File: config.mk
export PLATFORM = sky130hd
export DESIGN_NAME = route_reservation_arbiter_flat
export DESIGN_NICKNAME = d
export VERILOG_FILES = /design/src/rtl/route_reservation_arbiter_if.sv /design/src/rtl/route_reservation_arbiter.sv /design/src/flat_wrapper.sv
export SDC_FILE = /design/constraint.sdc
export NUM_CORES = 1
export LEC_CHECK = 0
export ABC_CLOCK_PERIOD_IN_PS = 3550
export CAP_MARGIN = 25
export CORE_ASPECT_RATIO = 0.6
export CORE_MARGIN = 1
export CORE_UTILIZATION = 30
export DETAILED_ROUTE_END_ITERATION = 12
export PLACE_DENSITY = 0.54
export SLEW_MARGIN = 20
export SYNTH_ARGS = -nofsm -noshare
export SYNTH_HDL_FRONTEND = slang
export SYNTH_SLANG_ARGS = --single-unit
File: constraint.sdc
create_clock -name clk -period 3.55 [get_ports clk]
set_input_delay 0.8875 -clock clk [delete_from_list [all_inputs] [get_ports clk]]
set_output_delay 0.8875 -clock clk [all_outputs]
set_load 0.02 [all_outputs]
File: src/rtl/route_reservation_arbiter_if.sv
// Route reservation handshake between input ports and the switch allocator.
// The master side drives requests and relieves; the slave (arbiter) returns ownership and crossbar selects.
interface route_reservation_arbiter_if #(
  parameter int N             = 4,
  parameter int REQUEST_WIDTH = 2
);
  logic [N-1:0]               routeReserveRequestValid;
  logic [N*REQUEST_WIDTH-1:0] routeReserveRequest;
  logic [N-1:0]               routeRelieve;
  logic [N-1:0]               routeReserveStatus;
  logic [N*N-1:0]             outSelect;
  logic [N-1:0]               outBusy;
  logic [N-1:0]               timeoutEvent;

  modport master (
    output routeReserveRequestValid,
    output routeReserveRequest,
    output routeRelieve,
    input  routeReserveStatus,
    input  outSelect,
    input  outBusy,
    input  timeoutEvent
  );

  modport slave (
    input  routeReserveRequestValid,
    input  routeReserveRequest,
    input  routeRelieve,
    output routeReserveStatus,
    output outSelect,
    output outBusy,
    output timeoutEvent
  );
endinterface

File: src/rtl/route_reservation_arbiter.sv
// Per-output round-robin allocator holding each output for its owner until relieved.
// Optional watchdog force-free enabled by defining ROUTE_TIMEOUT_EN.
module route_reservation_arbiter #(
  parameter int N              = 4,
  parameter int REQUEST_WIDTH  = 2,
  parameter int TIMEOUT_CYCLES = 256
) (
  input  logic                         clk,
  input  logic                         rst,
  route_reservation_arbiter_if.slave   bus
);

  localparam int PW = (N > 1) ? $clog2(N) : 1;

  typedef enum logic {
    FREE     = 1'b0,
    RESERVED = 1'b1
  } outState_e;

  outState_e     stateQ [N];
  outState_e     stateD [N];
  logic [PW-1:0] ownerQ [N];
  logic [PW-1:0] ownerD [N];
  logic [PW-1:0] ptrQ   [N];
  logic [PW-1:0] ptrD   [N];
  logic [N-1:0]  ownsAny;
  logic          granted;
  int            cand;

`ifdef ROUTE_TIMEOUT_EN
  localparam int CW = $clog2(TIMEOUT_CYCLES + 1);
  logic [CW-1:0] cntQ [N];
  logic [CW-1:0] cntD [N];
  logic [N-1:0]  timeoutQ;
  logic [N-1:0]  timeoutD;
`endif

  // An input may hold at most one output; this mask blocks requests from current owners.
  always_comb begin
    ownsAny = '0;
    for (int o = 0; o < N; o++) begin
      if (stateQ[o] == RESERVED) begin
        ownsAny[ownerQ[o]] = 1'b1;
      end
    end
  end

  always_ff @(posedge clk or negedge rst) begin
    if (!rst) begin
      for (int o = 0; o < N; o++) begin
        stateQ[o] <= FREE;
        ownerQ[o] <= '0;
        ptrQ[o]   <= '0;
`ifdef ROUTE_TIMEOUT_EN
        cntQ[o]   <= '0;
`endif
      end
`ifdef ROUTE_TIMEOUT_EN
      timeoutQ <= '0;
`endif
    end else begin
      for (int o = 0; o < N; o++) begin
        stateQ[o] <= stateD[o];
        ownerQ[o] <= ownerD[o];
        ptrQ[o]   <= ptrD[o];
`ifdef ROUTE_TIMEOUT_EN
        cntQ[o]   <= cntD[o];
`endif
      end
`ifdef ROUTE_TIMEOUT_EN
      timeoutQ <= timeoutD;
`endif
    end
  end

  // Arbitration sees only registered ownership, so a freed output is regranted one edge later.
  always_comb begin
    granted = 1'b0;
    cand    = 0;
`ifdef ROUTE_TIMEOUT_EN
    timeoutD = '0;
`endif
    for (int o = 0; o < N; o++) begin
      stateD[o] = stateQ[o];
      ownerD[o] = ownerQ[o];
      ptrD[o]   = ptrQ[o];
`ifdef ROUTE_TIMEOUT_EN
      cntD[o]   = cntQ[o];
`endif
      if (stateQ[o] == RESERVED) begin
        if (bus.routeRelieve[ownerQ[o]]) begin
          stateD[o] = FREE;
`ifdef ROUTE_TIMEOUT_EN
        end else if (cntQ[o] == CW'(TIMEOUT_CYCLES - 1)) begin
          stateD[o]   = FREE;
          timeoutD[o] = 1'b1;
        end else begin
          cntD[o] = cntQ[o] + 1'b1;
`endif
        end
      end else begin
        granted = 1'b0;
        for (int k = 0; k < N; k++) begin
          cand = int'(ptrQ[o]) + k;
          if (cand >= N) begin
            cand = cand - N;
          end
          if (!granted && bus.routeReserveRequestValid[cand] && !ownsAny[cand] &&
              int'(bus.routeReserveRequest[cand*REQUEST_WIDTH +: REQUEST_WIDTH]) == o) begin
            granted   = 1'b1;
            stateD[o] = RESERVED;
            ownerD[o] = PW'(cand);
            ptrD[o]   = (cand == N - 1) ? '0 : PW'(cand + 1);
`ifdef ROUTE_TIMEOUT_EN
            cntD[o]   = '0;
`endif
          end
        end
      end
    end
  end

  always_comb begin
    bus.outBusy            = '0;
    bus.outSelect          = '0;
    bus.routeReserveStatus = ownsAny;
    for (int o = 0; o < N; o++) begin
      if (stateQ[o] == RESERVED) begin
        bus.outBusy[o]                         = 1'b1;
        bus.outSelect[o*N + int'(ownerQ[o])]   = 1'b1;
      end
    end
`ifdef ROUTE_TIMEOUT_EN
    bus.timeoutEvent = timeoutQ;
`else
    bus.timeoutEvent = '0;
`endif
  end

endmodule
File: src/flat_wrapper.sv
// flat-port wrapper written by rule: the top's interface ports become plain ports
module route_reservation_arbiter_flat 
#(
  parameter int N              = 4,
  parameter int REQUEST_WIDTH  = 2,
  parameter int TIMEOUT_CYCLES = 256
)
  (clk, rst, bus_routeReserveRequestValid, bus_routeReserveRequest, bus_routeRelieve, bus_routeReserveStatus, bus_outSelect, bus_outBusy, bus_timeoutEvent);
  route_reservation_arbiter_if #(.N(N), .REQUEST_WIDTH(REQUEST_WIDTH)) bus_i ();
  input  logic clk;
  input  logic rst;
  input wire logic [$bits(bus_i.routeReserveRequestValid)-1:0] bus_routeReserveRequestValid;
  input wire logic [$bits(bus_i.routeReserveRequest)-1:0] bus_routeReserveRequest;
  input wire logic [$bits(bus_i.routeRelieve)-1:0] bus_routeRelieve;
  output wire logic [$bits(bus_i.routeReserveStatus)-1:0] bus_routeReserveStatus;
  output wire logic [$bits(bus_i.outSelect)-1:0] bus_outSelect;
  output wire logic [$bits(bus_i.outBusy)-1:0] bus_outBusy;
  output wire logic [$bits(bus_i.timeoutEvent)-1:0] bus_timeoutEvent;
  assign bus_i.routeReserveRequestValid = bus_routeReserveRequestValid;
  assign bus_i.routeReserveRequest = bus_routeReserveRequest;
  assign bus_i.routeRelieve = bus_routeRelieve;
  assign bus_routeReserveStatus = bus_i.routeReserveStatus;
  assign bus_outSelect = bus_i.outSelect;
  assign bus_outBusy = bus_i.outBusy;
  assign bus_timeoutEvent = bus_i.timeoutEvent;
  route_reservation_arbiter #(.N(N), .REQUEST_WIDTH(REQUEST_WIDTH), .TIMEOUT_CYCLES(TIMEOUT_CYCLES)) u_core (.clk(clk), .rst(rst), .bus(bus_i));
endmodule
Word-level counts from Yosys, hierarchy flattened
Index checks and enable logic that the tools add are counted.
- add/subtract/negate cells: 47
- $lt $le $gt $ge: 48
- eq/ne operators: 28
- shift operators: 16
- mux-type cells: 256
- bitwise logic cells: 10
- reduce and logical (&&, ||, !) cells: 92
- operators with widths (cell ; number):
    2-to-1 mux 32 bit ; 32
    equality test 32 x 3 -> 1 bit (second input constant) ; 16
    < comparator 32 x 4 -> 1 bit (second input constant) ; 16
    indexed part select 8 x 32 -> 2 bit ; 16
    greater-or-equal comparator 32 x 4 -> 1 bit (second input constant) ; 12
    subtractor 32 x 4 -> 32 bit (second input constant) ; 12
    2-to-1 mux 1 bit ; 124
    greater-or-equal comparator 32 x 1 -> 1 bit (second input constant) ; 3
    < comparator 32 x 6 -> 1 bit (second input constant) ; 3
    2-to-1 mux 2 bit ; 48
    binary-select mux 1 bit (select 2 bit) ; 36
    logical AND 1 bit ; 52
    2-to-1 mux 16 bit ; 3
    bitwise OR 16 bit ; 3
    adder 2 bit (second input constant) ; 16
    zero test 1 bit ; 28
    adder 2 x 2 -> 3 bit (second input constant) ; 8
    2-to-1 mux 4 bit ; 5
    equality test 2 bit (second input constant) ; 8
    nonzero test 4 bit ; 4
    subtractor 2 x 3 -> 4 bit (second input constant) ; 4
    adder 2 x 1 -> 3 bit (second input constant) ; 4
    demux 1 bit (select 4 bit) ; 3
    greater-or-equal comparator 2 x 3 -> 1 bit (second input constant) ; 4
    11 further kinds ; 37
- register bits: 20
- input bits: 18
- output and inout bits: 28
- logic and storage cells: 509

Logic depth before layout (Yosys ltp)
Gate-level depths: netlist of the first run.
- depth after elaboration: 37
- gate-level depth with buffers: 11
- gate-level depth less buffers: 9

Worst setup path after synthesis of the first run
No wires, ideal clock.
- path kind: flip-flop to flip-flop
- start point: reg u_core.stateQ[1] (netlist bit)
- end point: reg u_core.ptrQ[6] (netlist bit)
- data arrival time: 2.927 ns
- data required time: 3.483 ns
- path slack: 0.555 ns
- stages on the path, launching flop included: 11
- clock period less this slack: 2.995 ns
- path through: dfrtp_1 > buf_2 > nor3b_1 > nor4_4 > and3_1 > buf_2 > a21boi_2 > o21ai_1 > or4b_1 > o21ai_0 > a32o_1
- cells in the longest elaborated chain, start to end: 29
- RTL lines (what ; line ; source):
    from (decl) ; route_reservation_arbiter.sv:20 ; outState_e stateQ [N];
    from (signal, indexed assignment) ; route_reservation_arbiter.sv:63 ; stateQ[o] <= stateD[o];
    2-to-1 mux 4 bit * ; route_reservation_arbiter.sv:42 ; if (stateQ[o] == RESERVED) begin
    bitwise OR 4 bit (no line) ; n/a ;
    2-to-1 mux 4 bit * ; route_reservation_arbiter.sv:42 ;
    binary-select mux 1 bit (select 2 bit) ; route_reservation_arbiter.sv:108 ; if (!granted && bus.routeReserveRequestValid[cand] && !ownsAny[cand] &&
    2-to-1 mux 1 bit (implied by the code) (2 in series) ; route_reservation_arbiter.sv:108 ;
    zero test 1 bit ; route_reservation_arbiter.sv:108 ;
    logical AND 1 bit (2 in series) ; route_reservation_arbiter.sv:108 ;
    2-to-1 mux 1 bit ; route_reservation_arbiter.sv:108 ;
    (+7 left out) ; n/a ;
    zero test 1 bit ; route_reservation_arbiter.sv:108 ;
    logical AND 1 bit (3 in series) ; route_reservation_arbiter.sv:108 ;
    2-to-1 mux 1 bit ; route_reservation_arbiter.sv:108 ;
    2-to-1 mux 1 bit ; route_reservation_arbiter.sv:90 ; if (stateQ[o] == RESERVED) begin
    zero test 1 bit ; route_reservation_arbiter.sv:108 ;
    logical AND 1 bit (3 in series) ; route_reservation_arbiter.sv:108 ;
    nonzero test 4 bit (no line) ; n/a ;
    AND reduction 2 bit (no line) ; n/a ;
    to (signal, indexed assignment) ; route_reservation_arbiter.sv:65 ; ptrQ[o] <= ptrD[o];
    to (decl) ; route_reservation_arbiter.sv:24 ; logic [PW-1:0] ptrQ [N];
Mark *: on every way between the ends. The rest lies on a longest branch, timed or not. The select of a mux whose other input is x is not followed.
A chain may end at the register's enable or synchronous reset.

Worst setup path in the final report of the first run
- start point: reg u_core.stateQ[2] (netlist bit)
- end point: out bus_routeReserveStatus[1]
- cells in the longest elaborated chain, start to end: 5
- RTL lines (what ; line ; source):
    2-to-1 mux 4 bit * ; route_reservation_arbiter.sv:42 ;
    bitwise OR 4 bit (no line) ; n/a ;
    2-to-1 mux 4 bit * ; route_reservation_arbiter.sv:42 ;
    bitwise OR 4 bit (no line) ; n/a ;
    2-to-1 mux 4 bit * ; route_reservation_arbiter.sv:42 ;
    to (decl) ; flat_wrapper.sv:15 ; output wire logic [$bits(bus_i.routeReserveStatus)-1:0] bus_routeReserveStatus;
Mark *: on every way between the ends. The rest lies on a longest branch, timed or not.

==> impl_metrics.yaml, run 1 <==
detailed_routing:
  dr.pass1.iters: 5
  detail-route-antenna-nets: 0
  wl_um: 10600
  drtIter0Drc: 234
  vias_per_cell: 5.93
  wl_per_cell_um: 18.3
  drc: 0
  num_vias: 3419
finish:
  final_cell_count_no_fill: 577
  area_growth_pct: 21.6
  regArea_um2: 500
  fillers: 1032
  antenna_cells: 0
  drive_gt1_frac: 0.124
  final_nets: 483
  utilization: 0.384
  design_area_mm2: 0.00386
  final_common_cell: "clkdlybuf4s50_1"
  final_cell_mix: "41 x clkdlybuf4s50_1, 32 x nand2_1, 25 x nor2_1"
  multi_input_area_mm2: 0.00247
logic_synthesis:
  synth_cells: 401
  ys_types: 90
  ys_ff_latch: 20
  netlist_area_mm2: 0.00317
  synth_edf_count: 0
  synth_ff_type: "dfrtp_1"
  synthArstFlopShare: 1.00
  avgSynthCellArea_um2: 7.91
  ys_warn_count: 0
  ys_seq_area_frac: 0.158
worst_setup_path:
  path_cells: "and3b_1 > nor4_4 > inv_2 > clkdlybuf4s50_1"
  reg2regPathDepth: 9
  r2r_end: "u_core.ptrQ[6]$_DFFE_PN0P_"
  cp_max_fo: 9
  critPathLaunchType: "flip-flop"
  end_kind: "primary output"
  cpMaxStageDelayCell: "nor4_4"
  r2r_setup_slack_ps: 430
  r2r-start: "u_core.ownerQ[6]$_DFFE_PN0P_"
  path_buf_inv: 2
  crit_family: "simple AND/OR/NAND/NOR gates"
  critPathRequiredTime_ps: 2660
  critPathKind: "flip-flop to primary output"
  cpPeakStageDelay_ps: 660
  worstPathArrival_ps: 2420
timing:
  final-hold-violation-count: 0
  slew_viol_final: 0
  fmax_mhz: 302
  fin_ws_ps: 244
  fin_skew_ps: 2.41
  worstMarginPinSlew_ps: 687
  hold_ws_ps: 568
  slew_headroom: 0.539
  rsz0062_at_grt: "no"
  fin_crit_ps: 3310
  tns_ps: 0
  setup_viol: 0
  finalCritPeriodShare: 0.931
clock_network:
  cts_setup_buffers: 0
  postCtsHoldBufs: 0
  cts_num_sinks: 20
  cts.clk_slew.worst_paths_ps: 60
  cts_buffer_depth: 2
  numCtsBuffers: 3
  cts_max_level: 1
  ctsResizeCount: 0
  cts_tree: "built"
  clk_latency_ps: 260
  cts_root_buffer: "clkbuf_16"
pwr:
  vdd_drop_max_mv: 0.392
  design_power_total_mw: 3.87
  p_leak_nw: 1.58
  powerDensity_mw_per_mm2: 1000
floorplan:
  coreArea_mm2: 0.0101
  io_pins: 46
  initial_utilization: 0.316
  dieArea_mm2: 0.0110
  die_w_um: 135
  die_h_um: 81.7
  row_count: 28
placement:
  dp_cells: 573
  place_hpwl_um: 8290
  routabilityCongestion: 0.912
  post-place-ws_ps: 209
  io_buffers: 41
  placed_cell_area_mm2: 0.00377
outcome:
  status: "finished clean"
grt:
  busiest_layer: "met1"
  grt_use_met2: 0.274
  grt_pass1_wl_um: 16800
  grt_pass1_vias: 3009
  grt_max_degree: 24
  grt_use_met1: 0.312
  antenna_found_initial: 0
  overflow: 0
  grt_util_met3: 0.0469
  grt.total_usage: 0.198
min_path:
  hold_depth: 2
  min_to: "u_core.ownerQ[1]$_DFFE_PN0P_"
  worstHoldStart: "u_core.ownerQ[1]$_DFFE_PN0P_"
  min_path_type: "flip-flop to flip-flop"
run:
  maxCapViolCount: 0
-- worst max path at each step --
stage | cells past startpoint | slack, ps | start | end
5_1_grt | 4 | 160 | u_core.stateQ[2]$_DFF_PN0_ | bus_routeReserveStatus[1]
3_3_place_gp | 9 | 280 | bus_routeReserveRequestValid[3] | u_core.ptrQ[7]$_DFFE_PN0P_
2_1_floorplan | 10 | 560 | u_core.stateQ[1]$_DFF_PN0_ | u_core.ptrQ[6]$_DFFE_PN0P_
4_1_cts | 4 | 250 | u_core.stateQ[2]$_DFF_PN0_ | bus_routeReserveStatus[1]
6_report | 4 | 240 | u_core.stateQ[2]$_DFF_PN0_ | bus_routeReserveStatus[1]
3_5_place_dp | 8 | 210 | bus_routeReserveRequestValid[2] | u_core.ptrQ[6]$_DFFE_PN0P_
-- worst reg2reg max path, stage by stage (launching register included) --
cell and delay (ps):
dfrtp_1 480, and3_1 250, nor4_2 570, buf_4 270, mux2i_1 90, nor4_2 360
nor3_2 150, nor3b_2 240, a221o_1 380, a32o_1 210
-- state kept, by name, indices dropped and copies added (netlist names) --
signal	count
u_core.ownerQ	8
u_core.ptrQ	8
u_core.stateQ	4
-- layout make-up --
| class | instances | area share |
|---|---|---|
| clock buffer | 4 | 0.0230 |
| inverter | 26 | 0.0253 |
| multi-input combinational | 335 | 0.641 |
| sequential | 20 | 0.130 |
| tap | 135 | 0.0438 |
| timing repair buffer | 57 | 0.137 |
-- per-layer routing --
metal	vias to the layer above	part of all wire
met2	148	0.38
met5	-	0
met1	1643	0.54
met3	5	0.082
li1	1623	-
met4	0	0.0021
-- synth_stat cells (all sizes together), types with 4 or more instances --
library cell,instances,area share
o31ai,5,0.012
nor2b,9,0.018
and3,10,0.020
nand3,18,0.028
inv,25,0.030
nor3,15,0.027
nand4,18,0.035
o22ai,6,0.016
o211ai,10,0.025
a31oi,5,0.0099
nand2b,6,0.012
a31o,4,0.014
nor4,8,0.034
o21ai,19,0.030
clkbuf,14,0.017
dfrtp,20,0.16
nor3b,7,0.018
and3b,8,0.023
ha,22,0.087
nor2,25,0.030
and2,5,0.0099
buf,9,0.019
a211oi,4,0.011
a21oi,18,0.031
nand2,33,0.040
mux2i,8,0.025
mux4,5,0.038
-- report_power, final --
part	leakage (nW)	internal, mW	switching, mW
Clock	0.0442	0.173	0.102
Sequential	0.244	0.348	0.188
Combinational	1.29	1.26	1.80
Total	1.58	1.78	2.09
-- kinds of logic (layout without fill, tap and decap cells) --
family / Yosys count / after routing / share of synthesized area
flip-flops: 20 / 20 / 0.158
XOR/XNOR: 2 / 2 / 0.00552
multiplexers: 14 / 14 / 0.0666
adder cells (fa/ha/maj): 22 / 22 / 0.0867
other: 1 / 4 / 0.00118
buffers and inverters: 49 / 87 / 0.0662
AO/OA/AOI/OAI: 117 / 117 / 0.287
AND/OR/NAND/NOR: 176 / 176 / 0.329
(Power assumes the default switching activity.)
==> run 2, diff against run 1 <==
Settings changed: CORE_UTILIZATION 30 to 25, PLACE_DENSITY 0.54 to 0.48.
==> run 2 against run 1 <==
  * Sequential power down 3.7%
  * First-iteration DRC count up 56%
  * Fmax rose by 0.40%
  * Total power hardly changed
  * Critical path type unchanged
  * Die area rose by 20%
==> impl_metrics.yaml, run 2 (same netlist as run 1, synthesis figures left out) <==
finish:
  utilization: 0.320
  final_cell_mix: "41 x clkdlybuf4s50_1, 32 x nand2_1, 25 x nor2_1"
  area_growth_pct: 23.1
  largestRegisters: "u_core.ownerQ x8, u_core.ptrQ x8, u_core.stateQ x4"
  final_common_cell: "clkdlybuf4s50_1"
  fillers: 1320
  antenna_cells: 0
  drive_gt1_frac: 0.128
  final_nets: 486
  design_area_mm2: 0.00391
worst_setup_path:
  end_kind: "primary output"
  worstPathArrival_ps: 2410
  worstSetupStartpoint: "u_core.ownerQ[4]$_DFFE_PN0P_"
  r2r-start: "u_core.ownerQ[4]$_DFFE_PN0P_"
  critPathKind: "flip-flop to primary output"
  critPathRequiredTime_ps: 2660
  r2r_setup_slack_ps: 460
  critPathLaunchType: "flip-flop"
  crit_path_end: "bus_routeReserveStatus[2]"
  reg2regPathDepth: 8
  r2r_end: "u_core.ptrQ[4]$_DFFE_PN0P_"
  cp_max_fo: 9
floorplan:
  coreArea_mm2: 0.0122
  io_pins: 46
  initial_utilization: 0.260
  die_h_um: 89.3
  dieArea_mm2: 0.0132
  row_count: 31
  die_w_um: 147
grt:
  grt.total_usage: 0.168
  antenna_found_initial: 0
  overflow: 0
  grt_pass1_wl_um: 17300
  grt_pass1_vias: 3145
  grt_max_degree: 24
timing:
  worstMarginPinSlew_ps: 737
  finalCritPeriodShare: 0.928
  fin_crit_ps: 3290
  rsz0062_at_grt: "no"
  fin_skew_ps: 3.85
  slew_headroom: 0.505
  tns_ps: 0
  setup_viol: 0
  slew_viol_final: 0
  fmax_mhz: 304
  hold_ws_ps: 580
  final-hold-violation-count: 0
placement:
  placed_cell_area_mm2: 0.00383
  place_hpwl_um: 8460
  io_buffers: 41
  routabilityCongestion: 0.971
clock_network:
  cts_setup_buffers: 0
  clk_latency_ps: 260
  cts_root_buffer: "clkbuf_16"
  cts_buffer_depth: 2
  cts_num_sinks: 20
  cts.clk_slew.worst_paths_ps: 70
  ctsResizeCount: 0
  postCtsHoldBufs: 0
  cts_tree: "built"
  numCtsBuffers: 3
  cts_max_level: 1
detailed_routing:
  detail-route-antenna-nets: 0
  vias_per_cell: 5.59
  drc: 0
  wl_per_cell_um: 17.7
  dr.pass1.iters: 5
  drtIter0Drc: 366
  num_vias: 3407
  wl_um: 10800
outcome:
  status: "finished clean"
run:
  maxCapViolCount: 0
pwr:
  vdd_drop_max_mv: 0.374
  design_power_total_mw: 3.87
  powerDensity_mw_per_mm2: 990
  p_leak_nw: 1.59
min_path:
  min_path_type: "flip-flop to flip-flop"
-- run 2: worst min-delay path by stage --
stage	startpoint	to	cells past startpoint
6_report	u_core.ownerQ[1]$_DFFE_PN0P_	u_core.ownerQ[1]$_DFFE_PN0P_	2
5_1_grt	u_core.ownerQ[1]$_DFFE_PN0P_	u_core.ownerQ[1]$_DFFE_PN0P_	2
4_1_cts	u_core.ownerQ[1]$_DFFE_PN0P_	u_core.ownerQ[1]$_DFFE_PN0P_	2
3_5_place_dp	u_core.ownerQ[1]$_DFFE_PN0P_	u_core.ownerQ[1]$_DFFE_PN0P_	2
3_3_place_gp	u_core.ownerQ[1]$_DFFE_PN0P_	u_core.ownerQ[1]$_DFFE_PN0P_	2
2_1_floorplan	u_core.ownerQ[1]$_DFFE_PN0P_	u_core.ownerQ[1]$_DFFE_PN0P_	2
-- run 2: stage by stage --
step                worst slack (ps)  std cells
global placement                 268        606
finish                           257        609
floorplan                        555        404
detailed placement               215        606
global route                     147        609
CTS                              249        609
-- run 2: layout make-up --
type | count | area [µm²] | share of cell area
tap | 165 | 206 | 0.0529
clock buffer | 3 | 75.1 | 0.0192
multi-input combinational | 335 | 2470 | 0.633
sequential | 20 | 500 | 0.128
timing repair buffer | 60 | 553 | 0.142
inverter | 26 | 97.6 | 0.0250
-- run 2: critical path, cell delays in order (launching register included) --
cell and delay, ps:
dfrtp_1 470, and3b_4 260, nor4_4 690, inv_2 140, clkdlybuf4s50_1 580
-- run 2: power by group --
group / switching [mW] / total (mW) / leakage (nW) / internal, mW
Sequential: 0.169 / 0.517 / 0.244 / 0.348
Combinational: 1.82 / 3.10 / 1.31 / 1.28
Clock: 0.104 / 0.253 / 0.0370 / 0.150
-- run 2: routing by layer --
| metal | track usage | vias up | part of all wire |
|---|---|---|---|
| li1 | - | 1628 | - |
| met1 | 0.262 | 1602 | 0.54 |
| met2 | 0.244 | 171 | 0.37 |
| met3 | 0.0260 | 6 | 0.083 |
| met4 | 0.0169 | 0 | 0.0037 |
| met5 | 0 | - | 0 |
